`config.mk`:
```
export PLATFORM = sky130hd
export DESIGN_NAME = tx_frame_arbiter
export DESIGN_NICKNAME = d
export VERILOG_FILES = /design/src/rtl/tx_frame_arbiter.sv
export SDC_FILE = /design/constraint.sdc
export NUM_CORES = 1
export LEC_CHECK = 0
export ABC_AREA = 1
export CAP_MARGIN = 20
export CORE_AREA = 2 2 48 61
export CTS_CLUSTER_DIAMETER = 200
export DETAILED_ROUTE_END_ITERATION = 8
export DIE_AREA = 0 0 50 63
export PLACE_DENSITY = 0.75
export SKIP_CTS_REPAIR_TIMING = 1
export SYNTH_ARGS = -nofsm -noshare
export SYNTH_HDL_FRONTEND = slang
export SYNTH_SLANG_ARGS = --single-unit
```
`constraint.sdc`:
```
create_clock -name clk -period 1.6 [get_ports clk]
set_input_delay 0.48 -clock clk [delete_from_list [all_inputs] [get_ports clk]]
set_output_delay 0.48 -clock clk [all_outputs]
set_load 0.005 [all_outputs]
```
`src/rtl/tx_frame_arbiter.sv`:
```
// tx_frame_arbiter: per-frame arbiter sharing the byte-wide Tx path into framing.
// A winner owns the path until its last byte is accepted or the frame is aborted
// after MAX_GAP idle granted cycles. New grants wait for rx_active and tx_busy.
// Build macro TX_ARB_ROUND_ROBIN_EN: round-robin winner search with a registered
// last-grant pointer; left undefined, index 0 has fixed highest priority.
module tx_frame_arbiter #(
  parameter int unsigned NUM_REQ = 2,
  parameter int unsigned MAX_GAP = 64
) (
  input  logic                 clk,
  input  logic                 rst_n,
  input  logic [NUM_REQ-1:0]   req_valid,
  input  logic [8*NUM_REQ-1:0] req_data,
  input  logic [NUM_REQ-1:0]   req_last,
  input  logic [NUM_REQ-1:0]   req_append_crc,
  output logic [NUM_REQ-1:0]   req_ready,
  output logic                 out_valid,
  output logic [7:0]           out_data,
  output logic                 out_last,
  input  logic                 out_ready,
  output logic                 out_append_crc,
  output logic                 out_abort,
  input  logic                 tx_busy,
  input  logic                 rx_active,
  output logic [NUM_REQ-1:0]   grant,
  output logic                 frame_done
);

  localparam int unsigned IDX_W     = (NUM_REQ > 2) ? 2 : 1;
  localparam logic [7:0]  GAP_LIMIT = 8'(MAX_GAP);

  typedef enum logic [1:0] {IDLE, GRANT, DRAIN} state_t;

  state_t             state_q, state_d;
  logic [NUM_REQ-1:0] grant_q, grant_d;
  logic [7:0]         gap_q, gap_d;
  logic [7:0]         gap_inc;
  logic               crc_q, crc_d;
  logic               abort_q, abort_d;
  logic [IDX_W-1:0]   winner;
  logic [IDX_W-1:0]   search_idx;
  logic               found;
  logic               xfer;

`ifdef TX_ARB_ROUND_ROBIN_EN
  localparam logic [IDX_W-1:0] LAST_IDX = IDX_W'(NUM_REQ - 1);
  logic [IDX_W-1:0] last_grant_q, last_grant_d;
`endif

  // Winner search over all requesters, first valid index in search order wins.
  always_comb begin
    winner     = '0;
    search_idx = '0;
    found      = 1'b0;
    for (int unsigned k = 0; k < NUM_REQ; k++) begin
`ifdef TX_ARB_ROUND_ROBIN_EN
      search_idx = IDX_W'((32'(last_grant_q) + 32'd1 + k) % NUM_REQ);
`else
      search_idx = IDX_W'(k);
`endif
      if (!found && req_valid[search_idx]) begin
        found  = 1'b1;
        winner = search_idx;
      end
    end
  end

  // Byte path: pure mux of the granted requester, all zero when nothing is granted.
  always_comb begin
    out_valid = 1'b0;
    out_last  = 1'b0;
    out_data  = '0;
    for (int unsigned k = 0; k < NUM_REQ; k++) begin
      if (grant_q[k]) begin
        out_valid = req_valid[k];
        out_last  = req_last[k];
        out_data  = req_data[8*k +: 8];
      end
    end
  end

  assign xfer           = out_valid & out_ready;
  assign req_ready      = grant_q & {NUM_REQ{out_ready}};
  assign grant          = grant_q;
  assign out_append_crc = crc_q;
  assign out_abort      = abort_q;
  assign frame_done     = xfer & out_last;
  assign gap_inc        = gap_q + 8'd1;

  // Next-state logic: grant on idle request, hold per frame, drain before re-arbitrating.
  always_comb begin
    state_d = state_q;
    grant_d = grant_q;
    gap_d   = gap_q;
    crc_d   = crc_q;
    abort_d = 1'b0;
`ifdef TX_ARB_ROUND_ROBIN_EN
    last_grant_d = last_grant_q;
`endif
    unique case (state_q)
      IDLE: begin
        if (found && !rx_active && !tx_busy) begin
          state_d         = GRANT;
          grant_d         = '0;
          grant_d[winner] = 1'b1;
          gap_d           = '0;
          crc_d           = req_append_crc[winner];
`ifdef TX_ARB_ROUND_ROBIN_EN
          last_grant_d    = winner;
`endif
        end
      end
      GRANT: begin
        // A transfer clears the gap count, so the last-byte and abort paths never collide.
        if (xfer) begin
          gap_d = '0;
          if (out_last) begin
            state_d = DRAIN;
            grant_d = '0;
          end
        end else if (!out_valid) begin
          gap_d = gap_inc;
          if (gap_inc == GAP_LIMIT) begin
            state_d = DRAIN;
            grant_d = '0;
            gap_d   = '0;
            abort_d = 1'b1;
          end
        end
      end
      DRAIN: begin
        if (!tx_busy) begin
          state_d = IDLE;
        end
      end
      default: begin
        state_d = IDLE;
        grant_d = '0;
      end
    endcase
  end

  // State and output registers, synchronous active-low reset.
  always_ff @(posedge clk) begin
    if (!rst_n) begin
      state_q <= IDLE;
      grant_q <= '0;
      gap_q   <= '0;
      crc_q   <= 1'b0;
      abort_q <= 1'b0;
    end else begin
      state_q <= state_d;
      grant_q <= grant_d;
      gap_q   <= gap_d;
      crc_q   <= crc_d;
      abort_q <= abort_d;
    end
  end

`ifdef TX_ARB_ROUND_ROBIN_EN
  // Round-robin pointer, reset so the first search starts at index 0.
  always_ff @(posedge clk) begin
    if (!rst_n) begin
      last_grant_q <= LAST_IDX;
    end else begin
      last_grant_q <= last_grant_d;
    end
  end
`endif

endmodule

```
==> results of run 1 <==
state kept, by name (all words and copies together), names as in the netlist:
signal,flops
out_append_crc,1
grant,2
out_abort,1
state_q,2
gap_q,8
metal layers:
layer / part of all wire [%] / global-route usage, % / wire length [µm]
met1: 37 / 23.9 / 1340
met3: 2.6 / 4.55 / 94
met5: 0 / 0 / 0
met2: 58 / 37.8 / 2090
met4: 1.6 / 5.56 / 58
power groups by stage:
| stage | clock network [mW] | registers [mW] | logic (mW) |
|---|---|---|---|
| 2_1_floorplan | 0 | 0.445 | 0.465 |
| 3_3_place_gp | 0 | 0.444 | 0.908 |
| 3_5_place_dp | 0 | 0.449 | 0.932 |
| 4_1_cts | 0.211 | 0.441 | 0.936 |
| 5_1_grt | 0.225 | 0.461 | 1.25 |
| 6_report | 0.212 | 0.459 | 1.16 |
layout make-up:
class | instances | area (µm²)
timing repair buffer | 81 | 732
clock buffer | 3 | 22.5
tap | 34 | 42.5
fill | 188 | 691
multi-input combinational | 109 | 724
sequential | 14 | 290
inverter | 25 | 98.8
worst reg2reg max path, delay by kind of cell, from the launching register on:
family	cells	cell delay [ps]
AO/OA/AOI/OAI	1	210
buffers and inverters	5	700
AND/OR/NAND/NOR	4	330
flip-flops	1	350
synthesized netlist by cell type:
cell      count
a211oi_1      2
a21oi_1       9
a22o_1        8
a22oi_1       1
a31oi_1       1
buf_2         1
buf_6         1
dfxtp_1      14
ha_1          1
inv_1        22
inv_2         2
inv_4         1
nand2_1      32
nand2_2       7
nand3_1       7
nand3_2       1
nand3_4       1
nand3b_1      1
nand4_1       3
nor2_1       17
nor2_2        4
nor2_4        1
nor3_1        1
nor3_2        1
nor4_1        1
o21a_1        1
o21ai_0       3
o21ai_1       3
o21ai_2       1
o21ai_4       1
o21bai_1      1
logic make-up (layout without fill, tap and decap cells):
kind of cell	Yosys count	count (layout)	synth area share, %
flip-flops	14	14	28.2
buffers and inverters	27	109	11.3
adder cells (fa/ha/maj)	1	1	1.26
AO/OA/AOI/OAI	31	31	21.5
AND/OR/NAND/NOR	77	77	37.7
worst paths after layout:
check	from	to	slack (ps)
worst max register to register	grant[1]	state_q[1]	-40
worst min register to register	gap_q[7]	gap_q[7]	480
worst min-delay path	gap_q[7]	gap_q[7]	480
worst max-delay path	grant[1]	frame_done	-290
metrics by stage:
step / instances / setup slack (ps)
after floorplan: 150 / 136
after global placement: 251 / -717
after detailed placement: 251 / -765
after CTS: 254 / -766
after global routing: 266 / -328
final: 266 / -294
==> load_flow_metrics.sql, run 1 <==
INSERT INTO impl_metrics (metric_group, metric, value, unit) VALUES
('synthesis', 'mappedNetlistArea', '993', 'µm²'),
('detailed_routing', 'detail_route.wl_per_cell', '13.5', 'µm'),
('sta', 'final-setup-viol-count', '15', ''),
('detailed_routing', 'num_vias', '1304', ''),
('critical_path', 'critPathCaptureType', 'output port', ''),
('run_status', 'outcome', 'complete, but fails checks', ''),
('detailed_routing', 'routed_wl', '3.59', 'mm'),
('synthesis', 'post_syn_instances', '150', ''),
('floorplanning', 'die_width', '50', 'µm'),
('floorplanning', 'core', '2600', 'µm²'),
('critical_path', 'worstPathBufferInverterCount', '4', ''),
('floorplanning', 'ioPinCount', '44', ''),
('sta', 'finalClockSkew', '6.78', 'ps'),
('power', 'intPower', '1.09', 'mW'),
('sta', 'total_neg_setup_slack', '-2210', 'ps'),
('power', 'switching_share', '40.3', '%'),
('detailed_routing', 'first_pass_iters', '5', ''),
('detailed_routing', 'drcViolationCount', '0', ''),
('sta', 'fin_crit', '1890', 'ps'),
('floorplanning', 'num_rows', '21', ''),
('critical_path', 'timing.critical_path.slowest_stage_cell', 'dfxtp_2', ''),
('synthesis', 'mappedNetlistNets', '178', ''),
('global_route', 'grt_antenna_before_repair', '0', ''),
('global_route', 'globalRoute.totalOverflow', '0', ''),
('synthesis', 'synth_area_leader_cell', 'dfxtp_1', ''),
('sta', 'setup_ws', '-294', 'ps'),
('sta', 'tightest_slew', '343', 'ps'),
('synthesis', 'post_synth.cell_area_avg', '6.62', 'µm²'),
('sta', 'worst_hold_slack', '482', 'ps'),
('power', 'p_comb_share', '63.3', '%'),
('power', 'pwr_density_cell', '957', 'nW/µm²'),
('critical_path', 'critical_path_cell_count', '6', ''),
('placed_design', 'routability_congestion_estimate', '0.845', ''),
('final_layout', 'area_growth', '92.3', '%'),
('critical_path', 'crit_path_max_incr_delay', '350', 'ps'),
('critical_path', 'worstRegToRegCells', '10', ''),
('power', 'power.ir.vdd_worst', '0.000716', 'V'),
('critical_path', 'data_required_time_at_the_worst_endpoint', '1120', 'ps'),
('critical_path', 'critical_path_peak_fanout', '8', ''),
('power', 'power.share.clock', '11.6', '%'),
('sta', 'rsz0062_at_grt', 'yes', ''),
('clock_tree', 'ctsLongestPathBuffers', '2', ''),
('global_route', 'first_pass_grt_wire_length', '5.14', 'mm'),
('clock_tree', 'clk_pin_slew', '100', 'ps'),
('clock_tree', 'clk_root_buffer_cell', 'clkbuf_4', ''),
('synthesis', 'synthDominantCellAreaShare', '28.2', '%'),
('critical_path', 'timing.critical_path.max_delay_family', 'buffers and inverters', ''),
('floorplanning', 'design.die.area', '3150', 'µm²'),
('final_layout', 'layout_commonest_cell', 'buf_4', ''),
('synthesis', 'synth.yosys.seq_area_share', '28.2', '%'),
('clock_tree', 'cts_sinks', '14', ''),
('clock_tree', 'number_of_levels_in_the_clock_h_tree', '1', ''),
('placed_design', 'dpl-instance-area', '1650', 'µm²'),
('flow_run', 'max-cap-violations', '0', ''),
('final_layout', 'design.final.nets', '262', ''),
('synthesis', 'synthesis.yosys.warnings', '0', ''),
('power', 'finalPower', '1.83', 'mW'),
('critical_path', 'worstPathArrival', '1410', 'ps'),
('clock_tree', 'cts_made_buffers', '3', ''),
('detailed_routing', 'via_per_inst', '4.90', ''),
('sta', 'post-route-period-util', '118', '%'),
('power', 'seq_power_share', '25.1', '%'),
('placed_design', 'detailed_place_hpwl', '2.60', 'mm'),
('run_status', 'failed_checks', 'setup timing', ''),
('final_layout', 'layout-drive-gt1-share', '44.8', '%'),
('synthesis', 'synth_area_leaders', 'dfxtp_1, nand2_1, inv_1, a22o_1, nor2_1', ''),
('detailed_routing', 'drt.antenna.violating_nets', '0', ''),
('sta', 'relSlewSlack', '76.9', '%'),
('power', 'total_leakage_power', '0.998', 'nW'),
('critical_path', 'setup.worst_path.class', 'reg -> out', ''),
('detailed_routing', 'detailedRoute.firstIterationViolations', '17', '');
(Power assumes the default switching activity.)
==> run 2, diff against run 1 <==
- CORE_AREA: 2 2 48 61 -> 2 2 40 51
- DIE_AREA: 0 0 50 63 -> 0 0 42 53
- DONT_BUFFER_PORTS: default -> 1
- PLACE_DENSITY: 0.75 -> 0.72
- SKIP_CTS_REPAIR_TIMING: 1 -> default
==> run 2 against run 1 <==
Net effect: the flow still finishes with violations (setup timing); register-to-register slack better by 100 ps; core utilization shrank 2.6 points; via count shrank 21%; design area decreased by 36%; count of clock-buffer cells in the layout is the same; combinational power down 43%; global-route usage up 0.36 points; first-iteration DRC count is 12% lower; power is 28% lower; largest cell class is now multi-input gates.
==> load_flow_metrics.sql, run 2 (synthesized netlist as in run 1, its figures left out) <==
INSERT INTO impl_metrics (metric_group, metric, value, unit) VALUES
('sta', 'setup_ws', '-57.9', 'ps'),
('final_layout', 'largest_register_ff_count', '8', ''),
('sta', 'rsz0062_at_grt', 'yes', ''),
('placed_design', 'dpl-instance-area', '1030', 'µm²'),
('critical_path', 'setup.worst_path.class', 'reg -> out', ''),
('final_layout', 'design_area', '1220', 'µm²'),
('sta', 'finalMaxSlewViolations', '0', ''),
('global_route', 'globalRoute.totalOverflow', '0', ''),
('clock_tree', 'number_of_levels_in_the_clock_h_tree', '1', ''),
('global_route', 'first_pass_grt_wire_length', '3.62', 'mm'),
('detailed_routing', 'drt.antenna.violating_nets', '0', ''),
('sta', 'tightest_slew', '287', 'ps'),
('sta', 'finalClockSkew', '2.76', 'ps'),
('final_layout', 'area_growth', '22.9', '%'),
('clock_tree', 'clk_pin_slew', '80', 'ps'),
('placed_design', 'routability_congestion_estimate', '0.888', ''),
('detailed_routing', 'wl_met1', '1.07', 'mm'),
('power', 'power.ir.vdd_worst', '0.000750', 'V'),
('placed_design', 'place.port_buffers', '0', ''),
('final_layout', 'layout-drive-gt1-share', '36.6', '%'),
('detailed_routing', 'first_pass_iters', '4', ''),
('clock_tree', 'cts_made_buffers', '3', ''),
('floorplanning', 'design.die.area', '2230', 'µm²'),
('detailed_routing', 'num_vias', '1034', ''),
('detailed_routing', 'via_per_inst', '5.74', ''),
('floorplanning', 'fp.dieH', '53', 'µm'),
('flow_run', 'max-cap-violations', '0', ''),
('global_route', 'grt_start_max_net_pins', '12', ''),
('critical_path', 'worstPathArrival', '1180', 'ps'),
('floorplanning', 'ioPinCount', '44', ''),
('detailed_routing', 'drcViolationCount', '0', ''),
('critical_path', 'data_required_time_at_the_worst_endpoint', '1120', 'ps'),
('floorplanning', 'num_rows', '17', ''),
('critical_path', 'critical_path_peak_fanout', '5', ''),
('power', 'finalPower', '1.31', 'mW'),
('clock_tree', 'cts_tree', 'done', ''),
('clock_tree', 'clk_root_buffer_cell', 'clkbuf_4', ''),
('sta', 'fin_crit', '1660', 'ps'),
('sta', 'highest_attainable_clock_frequency', '0.603', 'GHz'),
('global_route', 'first_global_vias', '926', ''),
('critical_path', 'timing.critical_path.from_type', 'register', ''),
('clock_tree', 'cts_hold_repair.buffers', '0', ''),
('detailed_routing', 'routed_wl', '2.48', 'mm'),
('floorplanning', 'core', '1720', 'µm²'),
('detailed_routing', 'top_layer_used', 'met4', ''),
('sta', 'post-route-period-util', '104', '%'),
('detailed_routing', 'detail_route.wl_per_cell', '13.8', 'µm'),
('final_layout', 'layout_commonest_cell', 'nand2_1', ''),
('final_layout', 'antenna-diode-count', '0', ''),
('detailed_routing', 'detailedRoute.firstIterationViolations', '15', ''),
('run_status', 'outcome', 'complete, but fails checks', ''),
('sta', 'final-setup-viol-count', '10', ''),
('floorplanning', 'die_width', '42', 'µm'),
('worst_hold_path', 'class_of_the_tightest_hold_or_removal_check', 'in -> reg', ''),
('detailed_routing', 'met2_length', '1.25', 'mm'),
('power', 'total_leakage_power', '0.536', 'nW'),
('power', 'pwr_density_cell', '1070', 'nW/µm²'),
('global_route', 'grt_antenna_before_repair', '0', ''),
('critical_path', 'worstRegToRegCells', '14', ''),
('clock_tree', 'insertion_delay', '280', 'ps'),
('floorplanning', 'initial_core_utilization', '57.7', '%'),
('global_route', 'track_usage', '21.2', '%'),
('run_status', 'failed_checks', 'setup timing', ''),
('placed_design', 'detailed_place_hpwl', '1.79', 'mm'),
('critical_path', 'critPathCaptureType', 'output port', ''),
('sta', 'worst_hold_slack', '302', 'ps'),
('final_layout', 'design.final.nets', '191', ''),
('clock_tree', 'cts_sinks', '14', ''),
('worst_hold_path', 'hold-path-cell-count', '2', ''),
('sta', 'timing.final.hold_violations', '0', ''),
('final_layout', 'layout_common_cells', 'nand2_1, inv_1, nor2_1', ''),
('sta', 'relSlewSlack', '80.7', '%'),
('final_layout', 'register_containing_the_most_flip_flops_in_the_final_layout', 'gap_q', ''),
('clock_tree', 'ctsLongestPathBuffers', '2', ''),
('detailed_routing', 'met3_length', '116', 'µm');
run 2: cell count changes in the layout (fill, tap and decap cells not counted), moves of 3 or more:
cell,change
buf_4,-20
buf_2,-3
dfxtp_2,-4
clkbuf_2,-8
buf_6,-8
clkdlybuf4s50_1,-20
dlymetal6s2s_1,-11
run 2: cell type report:
cell class | count | area, µm²
Multi-Input combinational cell | 109 | 704
Fill cell | 141 | 502
Sequential cell | 14 | 293
Inverter | 25 | 98.8
Timing Repair Buffer | 10 | 78.8
Tap cell | 19 | 23.8
Clock buffer | 3 | 22.5
run 2: worst paths after layout:
| path | slack (ps) | end | start |
|---|---|---|---|
| min reg2reg | 480 | gap_q[7] | gap_q[7] |
| max | -60 | frame_done | grant[1] |
| min | 300 | grant[0] | rst_n |
| max reg2reg | 60 | grant[1] | grant[1] |
run 2: timing repair:
action | CTS | global route
pin swaps | 0 | 15
setup buffers | 1 | 5
endpoints found under the setup margin | 4 | 19
resized for setup | 6 | 31
run 2: report_power, final:
part           switching [mW]  internal [mW]  total [mW]
sequential             0.0528          0.401       0.454
clock                   0.114         0.0874       0.201
combinational           0.401          0.255       0.656
run 2: per-layer routing:
layer,vias to the layer above,GRT usage [%]
met2,35,38.0
met4,0,12.9
met3,8,4.78
met5,-,0
met1,473,22.7
li1,518,-
run 2: worst max-delay path: stages, from the launching register on:
cell	delay [ps]
dfxtp_2	330
inv_2	80
nand2_2	70
inv_4	80
nand2_4	50
o21ai_4	80
nand2_2	100
nor2_2	100
run 2: per-stage QoR:
step                      worst slack, ps  setup TNS [ps]  std cells  utilization (%)
after CTS                           -51.9            -149        175             62.6
final                               -57.9            -285        180             70.9
after global routing                 -114           -1150        180             70.9
after global placement               61.1               0        171             59.8
after floorplan                       136               0        150                -
after detailed placement            -26.4           -26.4        171             59.8
